File: src/rtl/fb_scanout.sv
// 8x8 1-bit framebuffer with rasterizer write port, row-serial clear and scan-out.
// Define FB_XOR_WRITE_EN to make accepted writes XOR-plot instead of overwriting.
module fb_scanout (
  input  logic       clk,
  input  logic       rst_n,
  input  logic       ena,
  input  logic       wr_valid,
  input  logic [2:0] wr_x,
  input  logic [2:0] wr_y,
  input  logic       wr_pix,
  output logic       wr_ready,
  input  logic       clear_req,
  input  logic       scan_start,
  output logic       scan_valid,
  input  logic       scan_ready,
  output logic [7:0] scan_data,
  output logic [2:0] scan_row,
  output logic       scan_last,
  output logic       busy
);

  localparam int unsigned ROWS = 8;
  localparam int unsigned COLS = 8;
  localparam int unsigned RW   = 3;

  typedef enum logic [1:0] {IDLE, CLEAR, SCAN} state_e;

  state_e            state_q;
  logic [RW-1:0]     scan_row_q;
  logic [RW-1:0]     clr_row_q;
  logic [COLS-1:0]   fb_q [ROWS];
  logic              wr_fire;

  assign wr_ready   = ena && (state_q != CLEAR);
  assign wr_fire    = wr_valid && wr_ready;
  assign scan_valid = (state_q == SCAN);
  assign busy       = (state_q != IDLE);
  assign scan_row   = scan_row_q;
  assign scan_data  = fb_q[scan_row_q];
  assign scan_last  = scan_valid && (scan_row_q == RW'(7));

  // State, counters and storage all freeze while ena is low.
  always_ff @(posedge clk) begin
    if (!rst_n) begin
      state_q    <= IDLE;
      scan_row_q <= '0;
      clr_row_q  <= '0;
      for (int i = 0; i < ROWS; i++) fb_q[i] <= '0;
    end else if (ena) begin
      if (wr_fire) begin
`ifdef FB_XOR_WRITE_EN
        fb_q[wr_y][wr_x] <= fb_q[wr_y][wr_x] ^ wr_pix;
`else
        fb_q[wr_y][wr_x] <= wr_pix;
`endif
      end
      case (state_q)
        IDLE: begin
          if (clear_req) begin
            state_q   <= CLEAR;
            clr_row_q <= '0;
          end else if (scan_start) begin
            state_q    <= SCAN;
            scan_row_q <= '0;
          end
        end
        CLEAR: begin
          fb_q[clr_row_q] <= '0;
          clr_row_q       <= clr_row_q + RW'(1);
          if (clr_row_q == RW'(7)) state_q <= IDLE;
        end
        SCAN: begin
          if (scan_ready) begin
            scan_row_q <= scan_row_q + RW'(1);
            if (scan_row_q == RW'(7)) state_q <= IDLE;
          end
        end
        default: state_q <= IDLE;
      endcase
    end
  end

endmodule
File: config.mk
export PLATFORM = sky130hd
export DESIGN_NAME = fb_scanout
export DESIGN_NICKNAME = d
export VERILOG_FILES = /design/src/rtl/fb_scanout.sv
export SDC_FILE = /design/constraint.sdc
export NUM_CORES = 1
export LEC_CHECK = 0
export ABC_CLOCK_PERIOD_IN_PS = 2700
export CAP_MARGIN = 15
export CORE_MARGIN = 4
export CORE_UTILIZATION = 35
export DETAILED_ROUTE_END_ITERATION = 8
export SKIP_CTS_REPAIR_TIMING = 1
export SYNTH_ARGS = -nofsm -noshare
export SYNTH_HDL_FRONTEND = slang
export SYNTH_SLANG_ARGS = --single-unit
File: constraint.sdc
create_clock -name clk -period 2.7 [get_ports clk]
set_input_delay 0.54 -clock clk [delete_from_list [all_inputs] [get_ports clk]]
set_output_delay 0.54 -clock clk [all_outputs]
set_load 0.05 [all_outputs]
After elaboration in Yosys (flattened, before gate mapping)
Memories as Yosys holds them, arrays and structs flattened. A register that Yosys moved wholly into a read port is not among the register bits.
Cells that the tools add are included.
{"block": "word_totals", "register_bits": 8, "inputBits": 14, "mem_bits_rw": 64, "n_memories": 1, "mem_bits_ro": 0, "output_inout_bits": 15, "latchBits": 0}
{"name": "fb_q", "words": 8, "word_bits": 8, "rd": 1, "rd_ports_with_merged_regs": 1, "wr": 8, "line": "31", "source": "logic [COLS-1:0] fb_q [ROWS];"}
{"block": "op_classes", "shifts": 0, "div_mod_pow": 0, "addsub": 2, "bitwise": 0, "mux": 31, "multipliers": 0, "n_reduce_logical": 13, "n_eq_ne": 12, "n_lt_le_gt_ge": 2}
{"op": "$mux W8", "n": 5}
{"op": "$mux W3", "n": 8}
{"op": "$reduce_or A8 Y1", "n": 2}
{"op": "$pmux W3 S2", "n": 2}
{"op": "$mux W2", "n": 5}
{"op": "$reduce_and A5 Y1", "n": 2}
{"op": "$mux W1", "n": 9}
{"op": "$ne A2 B2 Y1 const B", "n": 4}
{"op": "$add A3 B1 Y3 const B", "n": 2}
{"op": "$eq A3 B3 Y1 const B", "n": 2}
{"op": "$ne A2 B1 Y1 const B", "n": 3}
{"op": "$pmux W2 S3", "n": 1}
{"op": "$reduce_bool A2 Y1", "n": 3}
{"op": "$logic_and A1 B1 Y1", "n": 4}
{"op": "$lt A3 B4 Y1 const B", "n": 1}
{"op": "$demux W1 S3", "n": 1}
{"op": "$ge A3 B1 Y1 const B", "n": 1}
{"op": "$ne A3 B3 Y1 const B", "n": 1}
{"op": "$reduce_and A3 Y1", "n": 1}
{"op": "$eq A2 B1 Y1 const B", "n": 1}
{"op": "$eq A2 B2 Y1 const B", "n": 1}
{"op": "$logic_not A2 Y1", "n": 1}

Depth between registers and ports, before layout
Gate-level depths: netlist of run 1.
{"block": "depth", "word_depth": 10, "mapped_depth": 5}

Least setup slack after synthesis of run 1
No wires, ideal clock.
{"block": "synth_timing", "kind": "flip-flop to output port", "startpoint": "reg state_q[0]", "endpoint": "out scan_last", "t_arrival_ps": 1806, "path_stages_with_launch": 4, "required_time_ps": 2160, "n_path_buf": 1, "path_slack_ps": 354, "cell_sequence": "dfxtp_1 clkbuf_1 nor2b_1 and2_1"}
{"block": "synth_between", "elab_chain_cells": 2}
{"item": "start: declaration", "line": "28", "source": "state_e state_q;"}
{"item": "start signal: assignment", "line": "45", "source": "state_q <= IDLE;"}
{"item": "start signal: assignment", "line": "60", "source": "state_q <= CLEAR;"}
{"item": "start signal: assignment", "line": "63", "source": "state_q <= SCAN;"}
{"item": "$eq A2 B2 Y1", "line": "36", "source": "assign scan_valid = (state_q == SCAN);"}
{"item": "named net scan_valid", "line": "14", "source": "output logic scan_valid,"}
{"item": "$logic_and A1 B1 Y1", "line": "40", "source": "assign scan_last = scan_valid && (scan_row_q == RW'(7));"}
{"item": "end: declaration", "line": "18", "source": "output logic scan_last,"}
The timed path passes the listed nets, and every way through them passes these cells.

==> flow_summary.ini, run 1 <==
[status]
outcome = finished, final reports clean

[drt]
wl_met3_um = 618
ant_nets = 0
wl_mm = 9.10
vias = 2878
drc = 0
met1_length_mm = 4.18
drt_first_pass_iters = 5
top_layer = met4
wl_met2_mm = 4.19
vias_per_cell = 5.48
drt_iter0_markers = 204
avgRoutedWirePerCell_um = 17.3

[flow_run]
max_cap_viol_count = 0

[worst_setup_path]
worstPathArrival_ns = 2.00
path_class = reg -> out
crit_fanout = 16
worstPathRequired_ns = 2.16
crit_path_start_kind = register
endpoint_kind = output port

[timing]
fmax_ghz = 0.394
slew-limit-headroom_pct = 46.7
maxSlewViolCount = 0
rsz0062_at_grt = no
min_period_ns = 2.54
tns_ns = 0
hold_ws_ns = 0.500
worst_pin_slew_ns = 0.792
finalCritPeriodShare_pct = 94.0
fin_worst_skew_ns = 0.00386
setup_viol = 0
finalHoldViolations = 0

[power]
pwr-share-clk_pct = 42.3
power.share.combinational_pct = 10.4
switching_share_pct = 22.8
seq_power_share_pct = 47.3
power_w = 0.00278
power.switching_w = 0.000634
power.internal_w = 0.00214
leakage_nw = 1.65
p_per_area_nw_per_um2 = 583
ir_worst_vdd_v = 0.000319

[yosys]
ys_seq_area_share_pct = 52.1
yosys_register_bits = 75
syn-instance-count = 358
ys_types = 43
synth_largest_area_cell = edfxtp_1
ys_warn_count = 0
syn-cell-area_um2 = 4110
synth_area_leaders = edfxtp_1 47%, mux4_1 9.6%, o21ai_0 8.3%
synth_top_area_share_pct = 46.7
synthesis.nets = 376
synth_area_per_cell_um2 = 11.5

[global_route]
grt_pass1_wl_mm = 14.9
antenna_found_initial = 0
grt-ovfl-total = 0
grt_max_degree = 74
grt_pass1_vias = 2923
grt_use_total_pct = 14.4

[placement]
gp_congestion = 0.785
portBuffers = 28
dpl.hpwl_mm = 5.72
dp.cells = 509

[finish]
final_nets = 395
n_fill_cell = 1057
diodes = 0
final_common_cell = o21ai_0
layout-drive-gt1-share_pct = 13.4
final_util_pct = 41.5
final_cell_mix = 68 x o21ai_0, 66 x nor2_1, 64 x edfxtp_1, 20 x buf_4, 18 x clkdlybuf4s50_1
area_delta_synth_final_pct = 15.7
layout.cells.non_filler = 525

[cts]
htreeDepth = 3
clk_latency_ns = 0.33
clockBufferDepth = 2
cts_tree = done
cts-buffers-inserted = 9
clk_pin_slew_ns = 0.06
cts_root_buf = clkbuf_16
cts.sinks = 75

[floorplan]
start_util_pct = 35.9
dieArea_um2 = 13500
core_um2 = 11500
die_h_um = 116
die_width_um = 116
top_level_ports = 29
rows = 39

[min_path]
hold_class = reg -> reg
==> power groups by stage <==
| stage | clock network [W] | registers, W | logic, W |
|---|---|---|---|
| finish | 0.00117 | 0.00131 | 0.000288 |
| global route | 0.00125 | 0.00132 | 0.000317 |
| CTS | 0.00119 | 0.00131 | 0.000290 |
| detailed placement | 0 | 0.00134 | 0.000289 |
| global placement | 0 | 0.00134 | 0.000283 |
| floorplan | 0 | 0.00133 | 0.000199 |
==> registers in the layout, summed over array words and instances, names as in the netlist, named ones only <==
signal,flops
fb_q,64
clr_row_q,3
scan_row,3
state_q,2
==> worst max-delay path, stage by stage (launching register included) <==
cell and delay (ns):
dfxtp_1 0.30, buf_4 0.28, mux4_1 0.60, mux2_2 0.29, buf_4 0.19
==> metrics by stage <==
stage               cell area [um2]  worst slack (ns)
detailed placement             4470             0.195
floorplan                      4110             0.354
global placement               4470             0.249
global route                   4760            0.0544
finish                         4760             0.161
CTS                            4760             0.128
==> worst paths after layout <==
| kind | from | to | slack, ns | cells past startpoint |
|---|---|---|---|---|
| worst max-delay path | register | scan_data[3] | 0.16 | 4 |
| worst min-delay path | scan_row[2]$_SDFFE_PN0P_ | register | 0.50 | 2 |
| worst max register to register | state_q[0]$_SDFFE_PN0P_ | fb_q[2][1]$_SDFFCE_PN0P_ | 0.62 | 3 |
| worst min register to register | scan_row[2]$_SDFFE_PN0P_ | register | 0.50 | 2 |
==> logic make-up (layout without fill, tap and decap cells) <==
group | Yosys count | in the layout | synth area share (%)
AO/OA/AOI/OAI | 87 | 87 | 11.2
flip-flops | 75 | 75 | 52.1
adder cells (fa/ha/maj) | 4 | 4 | 1.22
buffers and inverters | 33 | 57 | 4.44
multiplexers | 32 | 32 | 14.5
AND/OR/NAND/NOR | 127 | 127 | 16.6
==> Yosys cell counts, drive strengths merged <==
library cell  count
a21boi            3
a21o              1
a21oi             2
a31oi             1
and2              4
and3              1
and3b             1
and4              2
and4b             3
buf              14
clkbuf           18
dfxtp            11
edfxtp           64
ha                4
inv               1
mux2             12
mux2i             4
mux4             16
nand2             6
nand2b            5
nand3             2
nand3b            7
nand4             8
nand4b            1
nor2             66
nor2b             6
nor3              2
nor3b             6
nor4b             1
nor4bb            4
o21a              1
o21ai            76
o2bb2ai           3
or2               1
or3b              1
==> cell type report <==
class / instances / area [um2] / area share, %
flip-flops and latches: 75 / 2140 / 45.0
multi-input cells: 250 / 1790 / 37.6
repair buffers: 40 / 355 / 7.47
clock buffers: 13 / 250 / 5.26
well taps: 143 / 179 / 3.76
clock inverters: 3 / 40.0 / 0.841
inverters: 1 / 3.75 / 0.0789
==> metal layers <==
metal	vias up	GRT usage [%]
met2	97	22.5
met4	0	6.57
met5	-	0
li1	1383	-
met3	8	2.90
met1	1390	19.4
(Power assumes the default switching activity.)
==> run 2, diff against run 1 <==
--- a/config.mk
+++ b/config.mk
@@ -8,8 +8,9 @@
 export ABC_CLOCK_PERIOD_IN_PS = 2700
 export CAP_MARGIN = 15
 export CORE_MARGIN = 4
-export CORE_UTILIZATION = 35
+export CORE_UTILIZATION = 51
 export DETAILED_ROUTE_END_ITERATION = 8
+export PLACE_DENSITY = 0.71
 export SKIP_CTS_REPAIR_TIMING = 1
 export SYNTH_ARGS = -nofsm -noshare
 export SYNTH_HDL_FRONTEND = slang
==> flow_summary.ini, run 2 (same netlist as run 1, synthesis figures left out) <==
[status]
outcome = finished, final reports clean

[worst_setup_path]
crit_fanout = 16
cpMaxStageDelayCell = mux4_1
timing.rr.start = state_q[0]$_SDFFE_PN0P_
critical_path.most_common_cell = buf_4
worstPathRequired_ns = 2.16
endpoint_kind = output port
cpPeakStageDelay_ns = 0.61
path_class = reg -> out
crit_path_start_kind = register
worstPathArrival_ns = 2.05
worstPathCellList = buf_4 -> mux4_1 -> mux2_2 -> buf_4

[cts]
clk_latency_ns = 0.35
cts.sinks = 75
cts-buffers-inserted = 9
cts_root_buf = clkbuf_8
cts_tree = done
clockBufferDepth = 2
clk_pin_slew_ns = 0.07
htreeDepth = 3

[power]
pwr-share-clk_pct = 34.1
power_w = 0.00242
p_per_area_nw_per_um2 = 527
power.share.combinational_pct = 11.8
power.switching_w = 0.000605
ir_worst_vdd_v = 0.000235
switching_share_pct = 25.0
power.internal_w = 0.00182
leakage_nw = 1.61
seq_power_share_pct = 54.2

[floorplan]
start_util_pct = 52.9
rows = 32
die_h_um = 97.8
core_um2 = 7770
die_width_um = 97.8
dieArea_um2 = 9560
top_level_ports = 29

[finish]
area_delta_synth_final_pct = 12.0
n_fill_cell = 651
top_register = fb_q
final_nets = 395
largest_reg_flops = 64
layout-drive-gt1-share_pct = 13.1
final_common_cell = o21ai_0
diodes = 0
final_cell_mix = 68 x o21ai_0, 66 x nor2_1, 64 x edfxtp_1, 20 x buf_4, 17 x clkdlybuf4s50_1

[timing]
worst_slack_ns = 0.111
slew-limit-headroom_pct = 44.4
worst_pin_slew_ns = 0.826
finalCritPeriodShare_pct = 95.9
setup_viol = 0
finalHoldViolations = 0
tns_ns = 0
fmax_ghz = 0.386
rsz0062_at_grt = no
maxSlewViolCount = 0
hold_ws_ns = 0.521
min_period_ns = 2.59
fin_worst_skew_ns = 0.0115

[placement]
gp_congestion = 0.804
dpl.hpwl_mm = 5.52
pre_cts_slack_ns = 0.148
portBuffers = 28

[global_route]
grt-ovfl-total = 0
antenna_found_initial = 0
grt_use_total_pct = 18.9
grt_pass1_wl_mm = 14.2
grt_pass1_vias = 2784
grt_max_degree = 43

[drt]
drt_iter0_markers = 260
drc = 0
wl_mm = 8.69
drt_first_pass_iters = 5
vias = 2925
ant_nets = 0
vias_per_cell = 6.04
avgRoutedWirePerCell_um = 17.9

[flow_run]
max_cap_viol_count = 0

[min_path]
hold_class = reg -> reg
hold_start = scan_row[2]$_SDFFE_PN0P_
==> run 2: per-layer routing <==
metal  wire length [um]  vias up  part of all wire [%]  track usage, %
li1                   -     1387                     -               -
met1               3820     1395                    44            26.2
met2               4020      130                    46            29.6
met3                711       13                   8.2            3.86
met4                140        0                   1.6            7.24
met5                  0        -                     0               0
==> run 2: through the flow <==
step,cells,util [%],area (um2)
floorplan,358,-,4110
global placement,468,56.9,4420
detailed placement,468,56.9,4420
CTS,484,59.2,4600
global route,484,59.3,4600
finish,484,59.3,4600
==> run 2: worst paths after layout <==
path	cells past startpoint	to	slack, ns
setup / recovery	4	scan_data[7]	0.11
hold / removal	2	scan_row[2]$_SDFFE_PN0P_	0.52
setup reg to reg	3	fb_q[1][3]$_SDFFCE_PN0P_	0.68
hold reg to reg	2	scan_row[2]$_SDFFE_PN0P_	0.52
==> run 2: cell type report <==
type / count / area [um2] / area share, %
clock buffer: 15 / 178 / 3.86
clock inverter: 1 / 7.51 / 0.163
inverter: 1 / 3.75 / 0.0815
multi-input combinational: 250 / 1790 / 38.8
sequential: 75 / 2140 / 46.5
tap: 102 / 128 / 2.77
timing repair buffer: 40 / 358 / 7.77
==> run 2: power by group through the flow <==
stage	registers (W)	logic [W]	clock network, W
after floorplan	0.00133	0.000199	0
after global placement	0.00134	0.000276	0
after detailed placement	0.00134	0.000283	0
after CTS	0.00131	0.000285	0.000822
after global routing	0.00132	0.000311	0.000882
final	0.00131	0.000285	0.000826
==> run 2: worst max-delay path: cells and delay by family (launching register included) <==
| kind | cells | cell delay, ns |
|---|---|---|
| flip-flops | 1 | 0.32 |
| buffers and inverters | 2 | 0.47 |
| multiplexers | 2 | 0.91 |
==> run 3, diff against run 2 <==
--- a/config.mk
+++ b/config.mk
@@ -12,6 +12,7 @@
 export DETAILED_ROUTE_END_ITERATION = 8
 export PLACE_DENSITY = 0.71
 export SKIP_CTS_REPAIR_TIMING = 1
+export SKIP_LAST_GASP = 1
 export SYNTH_ARGS = -nofsm -noshare
 export SYNTH_HDL_FRONTEND = slang
 export SYNTH_SLANG_ARGS = --single-unit
==> results of run 3 <==
Final layout, timing and power as in run 2 (identical DEF).
